**src/rtl/call_button_input.sv**
```systemverilog
// Elevator call-button front end: synchronises and debounces the ten raw panel/hall
// buttons, latches them as pending requests and clears them as the car serves each floor.
module call_button_input #(
    parameter int T1MS        = 50000,
    parameter int DEBOUNCE_MS = 20
) (
    input  logic       clk,
    input  logic       rst,
    input  logic [3:0] btn_car,
    input  logic [2:0] btn_up,
    input  logic [2:0] btn_down,
    input  logic [1:0] now_floor,
    input  logic [1:0] direction,
    input  logic       door_state,
    output logic [3:0] car_req,
    output logic [2:0] up_req,
    output logic [2:0] down_req,
    output logic       req_any,
    output logic       new_req
);

    localparam int NB = 10;
    localparam int TW = $clog2(T1MS + 1);
    localparam int CW = $clog2(DEBOUNCE_MS);
    localparam logic [TW-1:0] TICK_LAST = TW'(T1MS - 1);
    localparam logic [CW-1:0] DCNT_LAST = CW'(DEBOUNCE_MS - 1);

    // Button vector layout: [3:0] car, [6:4] hall up, [9:7] hall down.
    logic [NB-1:0] w_raw;
    logic [NB-1:0] r_sync1;
    logic [NB-1:0] r_sync2;
    logic [NB-1:0] r_db;
    logic [NB-1:0] r_db_d;
    logic [CW-1:0] r_dcnt [NB];
    logic [TW-1:0] r_tick_cnt;
    logic          w_tick;

    logic [NB-1:0] r_req;
    logic          r_req_any;
    logic          r_new_req;

    logic [3:0]    w_clr_car;
    logic [2:0]    w_clr_up;
    logic [2:0]    w_clr_dn;
    logic [NB-1:0] w_clr;
    logic [NB-1:0] w_rise;
    logic [NB-1:0] w_req_nxt;

    assign w_raw  = {btn_down, btn_up, btn_car};
    assign w_tick = (r_tick_cnt == TICK_LAST);

    always_ff @(posedge clk) begin
        if (rst) begin
            r_tick_cnt <= '0;
        end else if (w_tick) begin
            r_tick_cnt <= '0;
        end else begin
            r_tick_cnt <= r_tick_cnt + TW'(1);
        end
    end

    always_ff @(posedge clk) begin
        if (rst) begin
            r_sync1 <= '0;
            r_sync2 <= '0;
        end else begin
            r_sync1 <= w_raw;
            r_sync2 <= r_sync1;
        end
    end

    // A disagreement must survive DEBOUNCE_MS ticks in a row; any agreement restarts the count.
    always_ff @(posedge clk) begin
        if (rst) begin
            r_db   <= '0;
            r_db_d <= '0;
            for (int i = 0; i < NB; i++) begin
                r_dcnt[i] <= '0;
            end
        end else begin
            r_db_d <= r_db;
            for (int i = 0; i < NB; i++) begin
                if (r_sync2[i] == r_db[i]) begin
                    r_dcnt[i] <= '0;
                end else if (w_tick) begin
                    if (r_dcnt[i] == DCNT_LAST) begin
                        r_db[i]   <= r_sync2[i];
                        r_dcnt[i] <= '0;
                    end else begin
                        r_dcnt[i] <= r_dcnt[i] + CW'(1);
                    end
                end
            end
        end
    end

    // Calls served at the open door: car always, hall calls only if the car is heading their way.
    always_comb begin
        w_clr_car = '0;
        w_clr_up  = '0;
        w_clr_dn  = '0;
        if (door_state) begin
            w_clr_car[now_floor] = 1'b1;
            if ((now_floor != 2'd3) && (direction != 2'b10)) begin
                w_clr_up[now_floor] = 1'b1;
            end
            if ((now_floor != 2'd0) && (direction != 2'b01)) begin
                w_clr_dn[now_floor - 2'd1] = 1'b1;
            end
        end
    end

    assign w_clr     = {w_clr_dn, w_clr_up, w_clr_car};
    assign w_rise    = r_db & ~r_db_d;
    assign w_req_nxt = (r_req | w_rise) & ~w_clr;

    always_ff @(posedge clk) begin
        if (rst) begin
            r_req     <= '0;
            r_req_any <= 1'b0;
            r_new_req <= 1'b0;
        end else begin
            r_req     <= w_req_nxt;
            r_req_any <= |w_req_nxt;
            r_new_req <= |(w_req_nxt & ~r_req);
        end
    end

    assign car_req  = r_req[3:0];
    assign up_req   = r_req[6:4];
    assign down_req = r_req[9:7];
    assign req_any  = r_req_any;
    assign new_req  = r_new_req;

endmodule

```
**config.mk**
```make
export PLATFORM = sky130hd
export DESIGN_NAME = call_button_input
export DESIGN_NICKNAME = d
export VERILOG_FILES = /design/src/rtl/call_button_input.sv
export SDC_FILE = /design/constraint.sdc
export NUM_CORES = 1
export LEC_CHECK = 0
export CORE_MARGIN = 2
export CORE_UTILIZATION = 36
export CTS_CLUSTER_SIZE = 8
export DETAILED_ROUTE_END_ITERATION = 6
export PLACE_DENSITY = 0.57
export SLEW_MARGIN = 20
export SYNTH_ARGS = -nofsm -noshare
export SYNTH_HDL_FRONTEND = slang
export SYNTH_SLANG_ARGS = --single-unit
```
**constraint.sdc**
```tcl
create_clock -name clk -period 2.33 [get_ports clk]
set_input_delay 0.699 -clock clk [delete_from_list [all_inputs] [get_ports clk]]
set_output_delay 0.699 -clock clk [all_outputs]
set_load 0.005 [all_outputs]
```
==> run metrics <==
status=finished, final reports clean; Yosys cell types=45; share of cells above drive strength 1=0.0921; Avg Vias per Cell=4.84; Area growth, synth to finish=21.9%; total iterations of the first detailed-routing run=4; Comb power frac=0.027; Final Hold Vio Count=0; Syn Inst Count=just under 500; H-tree depth=4; Die H=between 100 and 150 µm; clock power share=0.512; Power Density=slightly below 800 nW/µm²; fill cell count=around 1300; P_int=3.83 mW; Mapped Area=5090 µm²; hold_ws=between 0.4 and 0.5 ns; CTS sink count=between 100 and 150; Slew @ Worst Pin=about 0.63 ns; # diodes=0; WP data arrival=approximately 2.3 ns; vias after detailed routing=~3600; top post-synthesis cells by area=edfxtp_1, dfxtp_1, xor2_1; Ys Warns=0; CP Capture Type=register; CTS root buf=clkbuf_16; Total Wirelength=10300 µm; clock transition time at the flip-flop clock pins of the worst setup and hold paths=about 0.05 ns; Clock Latency Late Sink=0.41 ns; Iter 0 DRT Violations=around 260; Post-synth EDFFs=50; FMAX=0.459 GHz; CTS max path bufs=2; fin cells=~730; worst IR drop on VDD=0.444 mV; Final nets=around 570; crit path launch type=register; most common flop cell mapped by yosys=dfxtp_1; Leak=approximately 2.4 nW; setup bufs post-CTS=0; P_sw=around 970 µW; Post-DP HPWL=7070 µm; ys async rst share=0; Tcrit/Tclk final=0.934; initial core utilization=0.368; Final setup violation count=0; DR WL/cell=~14 µm; Die X=approximately 120 µm; Final GP Congestion=between 0.7 and 0.8; total track usage=0.147; post-synth top area share=0.295; largest net degree at the start of global routing=53; post-synthesis sequential area ratio=0.562; Port-buffer cells=28; cts bufs inserted=17; min Tclk post-route=roughly 2.2 ns; placed cell count=between 700 and 800; CP required=~2.4 ns; switching share of power=0.202; commonest cells in the netlist=nor2_1, dfxtp_1, edfxtp_1; num rows=between 40 and 50; register bit total from synthesis=roughly 120; Crit Path Category=register to register; maximum fanout along the worst path=10; Synthesized Nets=roughly 520; Sequential Power Share=0.461; DRC=0; Core ar.=approximately 14000 µm²; die area=15100 µm²; Hold Crit Class=register to register; Max-cap violations=0; Yosys top cell by area=edfxtp_1; Tot Pwr=4.81 mW; initial antenna violation count=0; max-slew violation count=0; clock skew=approximately 0.0068 ns; Final ANT Viol Nets=0; relative slew slack=0.578; # IOs=29; total gr overflow=0; synthesized area per cell=approximately 10 µm²; vias in the first global route=between 3000 and 4000; global-route wire length before repair=16800 µm; RSZ-0062 raised after global routing=false; count leader, synth=nor2_1; CTS tree=built
[per-stage QoR]
step | setup WS, ns | util | TNS, ns | instance area [µm²]
floorplan | 0.365 | - | 0 | 5090
global placement | -0.160 | 0.408 | -1.99 | 5650
detailed placement | -0.182 | 0.408 | -4.57 | 5650
CTS | 0.140 | 0.449 | 0 | 6210
global route | 0.0806 | 0.449 | 0 | 6210
finish | 0.153 | 0.449 | 0 | 6210
[final cells by class]
| cell class | instances | area (µm²) | area share |
|---|---|---|---|
| clock buffers | 22 | 454 | 0.0732 |
| clock inverters | 10 | 105 | 0.0169 |
| inverters | 19 | 71.3 | 0.0115 |
| multi-input cells | 343 | 2110 | 0.340 |
| flip-flops and latches | 118 | 2860 | 0.461 |
| well taps | 180 | 225 | 0.0363 |
| repair buffers | 42 | 380 | 0.0613 |
[cells in the final DEF, fill, tap and decap left out, drive strengths merged, types with 3 or more instances in the layout]
cell type / Yosys / routed
o211ai: 3 / 3
and3: 4 / 4
or4b: 4 / 4
nand4: 10 / 10
nand4b: 3 / 3
dfxtp: 68 / 68
nor3b: 4 / 4
inv: 19 / 19
clkinvlp: 0 / 3
ha: 11 / 11
nor2b: 42 / 42
nand3: 43 / 43
a21oi: 14 / 14
nor2: 81 / 81
xnor2: 14 / 14
o21ai: 16 / 16
clkbuf: 7 / 22
clkinv: 0 / 5
clkdlybuf4s50: 0 / 27
xor2: 37 / 37
nand2: 21 / 21
buf: 3 / 15
and2: 6 / 6
o22ai: 7 / 7
edfxtp: 50 / 50
[power by group through the flow]
stage,combinational [mW],clock [mW],sequential [mW]
finish,0.128,2.46,2.22
global placement,0.126,0,2.26
floorplan,0.0749,0,2.25
global route,0.143,2.61,2.22
CTS,0.130,2.52,2.22
detailed placement,0.129,0,2.26
[critical path, stage by stage (launching register included)]
cell and delay [ns]:
dfxtp_1 0.34, or4b_2 0.70, nor4_2 0.35, nor2_2 0.21, nand2_1 0.26
[layer usage]
layer | vias up | share of wire | GRT usage
met5 | - | 0 | 0
met4 | 0 | 0.018 | 0.0596
met3 | 13 | 0.056 | 0.0577
met2 | 60 | 0.46 | 0.223
met1 | 1671 | 0.47 | 0.186
li1 | 1811 | - | -
[state kept, by name, summed over array words and instances, names as in the netlist]
name        flops
r_sync2        10
req_any         1
r_db           10
r_db_d         10
r_dcnt         50
r_sync1        10
new_req         1
r_req          10
r_tick_cnt     16
[timing repair]
action,4_1_cts,5_1_grt
hold buffers,0,0
resized for setup,1,0
setup endpoints to repair,50,0
hold endpoints to repair,0,0
[worst paths after layout]
check	to	cells after the start	slack, ns	start
max	r_dcnt[0][4]	4	0.15	r_tick_cnt[11]
min	r_sync2[2]	1	0.44	r_sync1[2]
min reg2reg	r_sync2[2]	1	0.44	r_sync1[2]
max reg2reg	r_dcnt[0][4]	4	0.15	r_tick_cnt[11]
[cells by family after synthesis]
kind of cell	Yosys count	synth area share
and+or+nand+nor	235	0.246
xor gates and xnor gates	51	0.0877
muxes	1	0.00197
DFF	118	0.562
AOI/OAI and AO/OA	45	0.0511
buffers and inverters	29	0.0243
adders and majority gates	11	0.0270
Note: power is estimated with default switching activity, not from simulation.
